==> config.mk <==
export PLATFORM = sky130hd
export DESIGN_NAME = dummy_accelerator_result_fifo
export DESIGN_NICKNAME = d
export VERILOG_FILES = /design/src/rtl/dummy_accelerator_result_fifo.sv
export SDC_FILE = /design/constraint.sdc
export NUM_CORES = 1
export LEC_CHECK = 0
export ABC_AREA = 1
export ABC_CLOCK_PERIOD_IN_PS = 9950
export CAP_MARGIN = 20
export CORE_MARGIN = 2
export CORE_UTILIZATION = 58
export DETAILED_ROUTE_END_ITERATION = 8
export PLACE_DENSITY_LB_ADDON = 0.1
export REMOVE_ABC_BUFFERS = 1
export SLEW_MARGIN = 10
export SYNTH_ARGS = -nofsm -noshare
export SYNTH_HDL_FRONTEND = slang
export SYNTH_SLANG_ARGS = --single-unit
export TNS_END_PERCENT = 100
==> constraint.sdc <==
create_clock -name clk_i -period 9.95 [get_ports clk_i]
set_input_delay 2.4875 -clock clk_i [delete_from_list [all_inputs] [get_ports clk_i]]
set_output_delay 2.4875 -clock clk_i [all_outputs]
set_load 0.02 [all_outputs]
==> src/rtl/dummy_accelerator_result_fifo.sv <==
// rtl/dummy_accelerator_result_fifo.sv - in-order result queue between accelerator CU and core result port

module dummy_accelerator_result_fifo #(
    parameter int DEPTH      = 4,
    parameter int DATA_WIDTH = 32,
    parameter int ID_WIDTH   = 4,
    parameter int RD_WIDTH   = 5,
    parameter int CNT_WIDTH  = $clog2(DEPTH + 1)
) (
    input  logic                  clk_i,
    input  logic                  rst_i,
    input  logic                  flush_i,
    input  logic                  valid_i,
    output logic                  ready_o,
    input  logic [DATA_WIDTH-1:0] data_i,
    input  logic [ID_WIDTH-1:0]   id_i,
    input  logic [RD_WIDTH-1:0]   rd_i,
    input  logic                  we_i,
    output logic                  valid_o,
    input  logic                  ready_i,
    output logic [DATA_WIDTH-1:0] data_o,
    output logic [ID_WIDTH-1:0]   id_o,
    output logic [RD_WIDTH-1:0]   rd_o,
    output logic                  we_o,
    output logic [CNT_WIDTH-1:0]  count_o,
    output logic                  empty_o,
    output logic                  full_o
);

    localparam int PTR_W   = $clog2(DEPTH);
    localparam int ENTRY_W = DATA_WIDTH + ID_WIDTH + RD_WIDTH + 1;

    typedef logic [ENTRY_W-1:0] entry_t;

    entry_t               storage [DEPTH];
    logic [PTR_W-1:0]     wr_ptr;
    logic [PTR_W-1:0]     rd_ptr;
    logic [CNT_WIDTH-1:0] count;

    logic full;
    logic empty;
    logic push;
    logic pop;
    entry_t head;

    // Occupancy flags come from the counter so a full queue and an empty one
    // never alias when the pointers coincide.
    assign full  = (count == CNT_WIDTH'(DEPTH));
    assign empty = (count == '0);

    // A full queue still accepts when the core drains the head this cycle;
    // flush blocks both sides so nothing is exchanged on the kill edge.
    assign ready_o = ~flush_i & (~full | ready_i);
    assign valid_o = ~flush_i & ~empty;

    assign push = valid_i & ready_o;
    assign pop  = valid_o & ready_i;

    // Head is read straight from storage (no fall-through), zeroed when empty.
    assign head = empty ? '0 : storage[rd_ptr];
    assign {data_o, id_o, rd_o, we_o} = head;

    assign count_o = count;
    assign empty_o = empty;
    assign full_o  = full;

    // Pointer and occupancy bookkeeping; reset beats flush beats handshakes.
    always_ff @(posedge clk_i) begin
        if (rst_i) begin
            wr_ptr <= '0;
            rd_ptr <= '0;
            count  <= '0;
        end else if (flush_i) begin
            wr_ptr <= '0;
            rd_ptr <= '0;
            count  <= '0;
        end else begin
            if (push) begin
                wr_ptr <= wr_ptr + PTR_W'(1);
            end
            if (pop) begin
                rd_ptr <= rd_ptr + PTR_W'(1);
            end
            case ({push, pop})
                2'b10:   count <= count + CNT_WIDTH'(1);
                2'b01:   count <= count - CNT_WIDTH'(1);
                default: count <= count;
            endcase
        end
    end

    // Entry storage is deliberately left unreset; only accepted pushes write it.
    always_ff @(posedge clk_i) begin
        if (!rst_i && push) begin
            storage[wr_ptr] <= {data_i, id_i, rd_i, we_i};
        end
    end

    a_no_overflow: assert property (@(posedge clk_i) disable iff (rst_i)
        !(push && full && !pop));

    a_no_underflow: assert property (@(posedge clk_i) disable iff (rst_i)
        !(pop && empty));

    a_count_range: assert property (@(posedge clk_i) disable iff (rst_i)
        count <= CNT_WIDTH'(DEPTH));

endmodule
**Word level (Yosys, flattened, before mapping)**

Memory sizes are Yosys's and may differ from the RTL's. A register that Yosys moved wholly into a read port is not among the register bits.
Cells that the tools add are included.

- Flip-flop bits (word level): 7
- Memories kept: 1
- Memory bits (writable): 168
- Input bits: 47

- Eq/ne operators: 3
- Add/subtract/negate cells: 4
- Multiplexer cells: 6
- Bitwise operators: 8
- Reduce and logical (&&, ||, !) cells: 5

Memory list:

| name | words | width | rd ports | clocked after memory_dff | wr ports | RTL line | source |
|---|---|---|---|---|---|---|---|
| storage | 4 | 42 | 1 | 1 | 1 | 35 | `entry_t storage [DEPTH];` |

Operators with widths:

| cell | count |
|---|---|
| 42-bit 2-to-1 mux | 1 |
| 3-bit one-hot mux with 2 select lines | 1 |
| 2-bit by 1-bit adder with 2-bit output (second input constant) | 2 |
| 1-bit bitwise AND | 4 |
| 2-bit 2-to-1 mux | 2 |
| 3-bit by 1-bit adder with 3-bit output (second input constant) | 1 |
| 3-bit == test (second input constant) | 1 |
| 3-bit zero test | 1 |
| 1-bit inverter | 3 |
| 3-bit by 1-bit subtractor with 3-bit output (second input constant) | 1 |
| 2-bit by 1-bit == test with 1-bit output (second input constant) | 1 |
| 2-bit == test (second input constant) | 1 |
| 1-bit 2-to-1 mux | 2 |
| 2-bit nonzero test | 1 |
| 2-bit OR reduction | 1 |
| 1-bit logical AND | 1 |
| 1-bit zero test | 1 |
| 1-bit bitwise OR | 1 |

**Longest topological paths before layout**

Gate-level depths: netlist (run 1).

- Word-level depth: 8
- Depth in mapped cells: 13

**Least setup slack after synthesis (run 1)**

Ideal clock, no wire load.

- Path type: input -> register
- From: in ready_i
- To: mem storage[0][0] in the netlist's numbering (enable)
- Data required time: 9.447 ns
- Slack: 3.477 ns
- Stages: 4
- Setup time: 0.503 ns
- Arrival: 5.970 ns
- Cells stage by stage: inv_1 > nand3_1 > nand3_1 > nor3b_1

- Longest elaborated chain between the ends: 6

RTL lines:

| element | RTL line | source |
|---|---|---|
| start, declared | 20 | `input logic ready_i,` |
| 1-bit bitwise OR | 53 | `assign ready_o = ~flush_i & (~full \| ready_i);` |
| 1-bit bitwise AND | 53 |  |
| 1-bit bitwise AND | 56 | `assign push = valid_i & ready_o;` |
| 1-bit logical AND | 94 | `if (!rst_i && push) begin` |
| 1-bit 2-to-1 mux | 94 |  |
| 1-bit 2-to-1 mux (not written as such) | 95 | `storage[wr_ptr] <= {data_i, id_i, rd_i, we_i};` |
| end, declared | 35 |  |

Every way passes these cells.

**Worst setup path after layout (run 1)**

- From: in ready_i
- To: out ready_o

- Longest elaborated chain between the ends: 2

RTL lines:

| element | RTL line | source |
|---|---|---|
| 1-bit bitwise OR | 53 |  |
| 1-bit bitwise AND | 53 |  |
| end, declared | 14 | `output logic ready_o,` |

Every way passes these cells.

==> impl_results.md, run 1 <==
* ANT cells at 0
* Uppermost routed layer: met4
* Top post-synthesis cells by count: nor2_1 (180), edfxtp_1 (168), o21ai_1 (58)
* IO Count at 96
* Cells on worst reg2reg path at 12
* Largest net degree at the start of global routing at 86
* # rows at 40
* Slew headroom at 29.4%
* CTS hold repair buffers at 0
* Worst R2R Start: count_o[1]$_SDFFE_PP0P_
* Yosys top cell by area: edfxtp_1
* WL met1 at 6100 um
* Final hold violation count at 0
* CP required at 7.46 ns
* Flops & latches, synth at 177
* Number of routed nets with antenna violations at 0
* Final Non-Filler Cells at 827
* Post-CTS sizing at 0
* CP max stage cell: clkdlybuf4s50_1
* Slew Limit Fails at 0
* Final setup fails at 0
* Synthesis-to-layout area growth at 24.2%
* R2R Path End: count_o[2]$_SDFFE_PP0P_
* TritonCTS Buffers at 17
* Routability cong. at 0.731
* Drt drc at 0
* Cell Area, Synth at 0.00700 mm^2
* Final setup skew at 0.0170 ns
* Initial core utilization at 58.8%
* Placement Setup Slack at 3.55 ns
* Sequential share of the synthesized area at 74.6%
* Latest clock arrival within the worst-skew pair at 0.43 ns
* Buffers on Ports at 95
* Initial antenna violation count at 0
* Worst Tran Pin Value at 1.06 ns
* Most frequent cell after synthesis: nor2_1
* Layout cells sized above 1 at 7.21%
* Number of global-route vias before repair at 4,466
* Hold Crit Depth at 2
* GRT overflow at 0
* Clock transition at path regs at 0.06 ns
* First-pass GRT wire length at 22,300 um
* Final Util at 73.0%
* Startpoint type of the worst setup path: input port
* Wire per inst at 17.3 um
* Largest cells by area after synthesis: edfxtp_1 (72%), nor2_1 (9.6%), o21ai_1 (4.1%)
* TNS Setup at 0 ns
* Critical path capture point type: output port
* RSZ-0062 raised after global routing: false
* Final worst slack at 3.56 ns
* Post-layout min period at 6.39 ns
* Initial DRC Count at 360
* Cell breakdown of the critical path: clkdlybuf4s50_1 -> inv_1 -> nand3_1 -> nand2_1 -> inv_1 -> clkdlybuf4s50_1
* CTS tree: done
* EDFF count, synth at 168
* Tot GR Track Use at 23.1%
* Crit Path Max Fanout at 4
* Drt pass-1 iters at 5
* Worst reg2reg setup slack at 7.83 ns
* Peak VDD IR at 0.000135 V
* PD cells at 183 mW/mm^2
* DIE WIDTH at 114 um
* Final WL at 14,300 um
* Status: finished, final reports clean
* Die height at 114 um
* Crit. Startpoint: ready_i
* Predominant post-synthesis flop cell: edfxtp_1
* Post-synth ARST share at 0%
* Synth warn at 0
* Clk root buf: clkbuf_16
* Slowest stage delay, CP at 0.59 ns
* Cell total after placement at 795
* Max clock buf depth at 2
* Met3 wire length at 828 um
* Setup bufs post-CTS at 0
* Pleak at 0.00299 uW
* Syn Inst Count at 573
* NumNets Final at 720
* Netlist cell types at 20
* Worst Hold Class: flop to flop
* Die footprint at 0.0130 mm^2
* H-tree depth at 4
* Met2 WL post-DR at 7260 um
* Via-per-instance ratio at 5.52
* # Max-Cap Violations at 0
* Post-DP HPWL at 7890 um
* WS Path Type: input port to output port
* Syn Area/Cell at 12.2 um^2
* Core Region at 0.0119 mm^2
* Overall power at 1590 uW
* Min-delay src: rd_ptr[1]$_SDFFE_PP0P_
* Final cycle utilization of the critical path at 64.2%
* Post-synth top area share at 72.1%
* Fmax at 157 MHz
* Via total after detailed routing at 4,562
* Crit path DAT at 3.90 ns
* Num Clock Sinks at 177
## cells in the final DEF (no fill, tap or decap), drive strengths merged
| master | netlist | layout |
|---|---|---|
| a21oi | 45 | 45 |
| buf | 12 | 11 |
| bufinv | 0 | 3 |
| clkbuf | 19 | 19 |
| clkdlybuf4s50 | 0 | 95 |
| clkinv | 1 | 6 |
| clkinvlp | 0 | 1 |
| dfxtp | 9 | 9 |
| edfxtp | 168 | 168 |
| fa | 1 | 1 |
| ha | 5 | 5 |
| inv | 19 | 23 |
| nand2 | 18 | 18 |
| nand3 | 3 | 3 |
| nand4 | 3 | 3 |
| nor2 | 180 | 180 |
| nor3 | 1 | 1 |
| nor3b | 4 | 4 |
| o21ai | 85 | 85 |
## how the worst max path moves through the flow
stage / end / slack, ns / depth (start not counted)
final: ready_o / 3.56 / 6
after global routing: ready_o / 3.46 / 6
after CTS: ready_o / 3.54 / 6
after detailed placement: ready_o / 3.55 / 6
after global placement: ready_o / 3.59 / 6
after floorplan: storage[0][0]$_DFFE_PP_ / 3.48 / 4
## per-stage QoR
| step | hold slack, ns | instance area, um^2 |
|---|---|---|
| floorplan | 0.467 | 6850 |
| global route | 0.542 | 8700 |
| global placement | 0.479 | 8090 |
| finish | 0.494 | 8700 |
| detailed placement | 0.492 | 8090 |
| CTS | 0.501 | 8700 |
## kinds of logic (layout without fill, tap and decap cells)
group                    after synthesis  count (layout)  synth area share [%]
buffers and inverters                 51             158                  3.31
flip-flops                           177             177                  74.6
AO/OA/AOI/OAI                        130             130                  9.29
adder cells (fa/ha/maj)                6               6                  1.18
AND/OR/NAND/NOR                      209             209                  11.6
## critical path: cells and delay by family
kind / cells / cell delay, ns
simple gates: 2 / 0.21
buf+inv: 4 / 1.20
## sequential cells by signal, indices dropped and copies added (netlist names), named ones only
| signal | count |
|---|---|
| count_o | 3 |
| rd_ptr | 2 |
| storage | 168 |
| wr_ptr | 2 |
## layout make-up
| cell class | count | area (um^2) |
|---|---|---|
| timing repair buffer | 106 | 1030 |
| multi-input combinational | 345 | 1570 |
| fill | 825 | 3210 |
| inverter | 20 | 75.1 |
| sequential | 177 | 5230 |
| clock buffer | 19 | 433 |
| clock inverter | 13 | 179 |
| tap | 147 | 184 |
## per-layer routing
metal	GRT usage [%]	vias to the layer above
met5	0	-
met4	7.64	0
met3	5.74	12
met2	38.6	141
met1	30.0	2208
li1	-	2201
## power breakdown
part	internal [uW]	total (uW)	leakage [uW]	switching, uW
sequential	823	825	0.00159	2.33
combinational	39.2	87.9	0.00110	48.7
clock	401	675	0.000295	274
No activity file was read; power rests on OpenSTA's default activity.
==> inputs of run 2 (changes only) <==
ABC_CLOCK_PERIOD_IN_PS = 6650   (was 9950)
CORE_UTILIZATION = 54   (was 58)
clock period = 6.65 ns   (was 9.95 ns; I/O delays follow)
==> run 2 against run 1 <==
Effect of this change:
- non-clock buffer count fell by 5
- global-route usage decreased by 2.6 points
- sequential share of layout area grew 0.65 points
- worst hold slack lost 0.0045 ns
- critical endpoint is now data_o[11]
==> impl_results.md, run 2 (same netlist as run 1, synthesis figures left out) <==
* Status: finished, final reports clean
* DIE WIDTH at 118 um (+3.5%)
* # rows at 41 (+2.5%)
* Final WL at 13,900 um (-3.1%)
* GRT overflow at 0 (unchanged)
* Final hold violation count at 0 (unchanged)
* Crit Path Max Fanout at 43 (+39)
* Psw at 456 uW (+40%)
* CTS hold repair buffers at 0 (unchanged)
* Tot GR Track Use at 20.5% (-2.6 points)
* RSZ-0062 raised after global routing: false
* Post-layout min period at 4.95 ns
* Number of routed nets with antenna violations at 0 (unchanged)
* Initial DRC Count at 385 (+6.9%)
* Slew Limit Fails at 0 (unchanged)
* NumNets Final at 715 (-0.69%)
* Switching share of power at 20.2% (-0.22 points)
* Cell-internal power at 1790 uW (+42%)
* Drt drc at 0 (unchanged)
* Setup bufs post-CTS at 0 (unchanged)
* First-pass GRT wire length at 21,600 um (-3.0%)
* Routability cong. at 0.729 (-0.33%)
* Worst Hold Class: flop to flop
* Fin area at 0.00861 mm^2 (-1.0%)
* Layout cells sized above 1 at 5.93% (-1.3 points)
* Worst Tran Pin Value at 1.00 ns (-0.0581 ns)
* Num Clock Sinks at 177 (unchanged)
* # Max-Cap Violations at 0 (unchanged)
* Latest clock arrival within the worst-skew pair at 0.42 ns (about the same)
* Fill cell count at 946 (+15%)
* Die height at 118 um (+3.5%)
* Core Region at 0.0126 mm^2 (+5.9%)
* Top reg by flops: storage
* Seq pwr share at 55.0% (+3.0 points)
* Clk pwr share at 39.3% (-3.2 points)
* Commonest non-fill, non-tap cell in the layout: nor2_1
* Final setup fails at 0 (unchanged)
* Initial core utilization at 55.5% (-3.3 points)
* Final setup skew at 0.00429 ns (-0.0127 ns)
* Fmax at 202 MHz
* Crit path DAT at 3.28 ns (-0.62 ns)
* Number of global-route vias before repair at 4,292 (-3.9%)
* Via-per-instance ratio at 5.30 (-4.0%)
* CP required at 4.99 ns (-2.47 ns)
* Post-CTS sizing at 0 (unchanged)
* Buffers on Ports at 95 (unchanged)
* Die footprint at 0.0139 mm^2 (+7.1%)
* Max reg flops at 168 (unchanged)
* TritonCTS Buffers at 17 (unchanged)
* CTS tree: done
* Final cycle utilization of the critical path at 74.4%
* Multi-input gate area at 0.00157 mm^2 (unchanged)
* H-tree depth at 4 (unchanged)
* Leading cell types in the layout, fill and taps excluded: nor2_1 (180), edfxtp_1 (168), clkdlybuf4s50_1 (95)
* Synthesis-to-layout area growth at 22.9%
* Startpoint type of the worst setup path: flop
* Largest net degree at the start of global routing at 86 (unchanged)
* PD cells at 261 mW/mm^2 (+43%)
* Via total after detailed routing at 4,481 (-1.8%)
* Comb power frac at 5.7% (+0.2 points)
* Clock transition at path regs at 0.06 ns (about the same)
* IO Count at 96 (unchanged)
* Drt pass-1 iters at 4 (-1)
* Initial antenna violation count at 0 (unchanged)
* Slew headroom at 33.3% (+3.9 points)
* ANT cells at 0 (unchanged)
* Overall power at 2250 uW (+42%)
* Post-DP HPWL at 7350 um (-6.8%)
* Clk root buf: clkbuf_16
* Wire per inst at 16.4 um (-5.2%)
* Reg area at 0.00523 mm^2 (about the same)
* TNS Setup at 0 ns (unchanged)
* Critical path capture point type: output port
* WS Path Type: flop to output port
* Peak VDD IR at 0.000157 V (+17%)
* Post-DP Area at 0.00808 mm^2 (about the same)
* Pleak at 0.00292 uW (-2.2%)
* Max clock buf depth at 2 (unchanged)
==> run 2: changes by cell type in the layout (fill, tap and decap cells not counted), moves of 2 or more <==
cell / change
bufinv_16: -2
buf_4: -5
clkinv_4: -3
inv_6: -3
clkinv_2: +4
clkinv_1: +4
==> run 2: path summary, 6_finish.rpt <==
kind                                         startpoint                      end  slack, ns  cells after the start
worst min register to register   rd_ptr[1]$_SDFFE_PP0P_                     flop       0.49                      2
worst max register to register  count_o[1]$_SDFFE_PP0P_  count_o[2]$_SDFFE_PP0P_       4.52                     12
worst max-delay path                               flop               data_o[11]       1.70                      5
worst min-delay path             rd_ptr[1]$_SDFFE_PP0P_                     flop       0.49                      2
==> run 2: stage by stage <==
stage | setup slack, ns | cells | hold slack (ns) | utilization, %
2_1_floorplan | 1.00 | 542 | 0.467 | -
3_3_place_gp | 1.94 | 815 | 0.476 | 64.0
3_5_place_dp | 1.92 | 815 | 0.477 | 64.0
4_1_cts | 1.66 | 846 | 0.487 | 68.2
5_1_grt | 1.47 | 846 | 0.526 | 68.2
6_report | 1.70 | 846 | 0.490 | 68.2
==> run 2: area by class of cell <==
class                      instances  area share (%)
tap                              172            2.50
multi-input combinational        345            18.2
clock buffer                      18            4.99
sequential                       177            60.8
timing repair buffer             101            11.6
inverter                          20           0.872
clock inverter                    13            1.13
==> run 2: routing by layer <==
metal,vias up,part of all wire [%],GRT usage [%]
li1,2181,-,-
met1,2145,43,26.5
met2,142,50,33.8
met3,13,5.9,4.75
met4,0,1.4,7.98
met5,-,0,0
==> run 2: power by group through the flow <==
| stage | logic, uW | clock network (uW) | registers, uW |
|---|---|---|---|
| after floorplan | 49.9 | 0 | 1260 |
| after global placement | 127 | 0 | 1260 |
| after detailed placement | 129 | 0 | 1260 |
| after CTS | 130 | 900 | 1240 |
| after global routing | 139 | 945 | 1240 |
| final | 129 | 885 | 1240 |
==> run 2: critical path, cell delays in order, from the launching register on <==
cell	delay (ns)
dfxtp_2	0.99
inv_2	0.65
nor2_1	0.23
o21ai_1	0.08
a21oi_1	0.24
clkdlybuf4s50_1	0.67
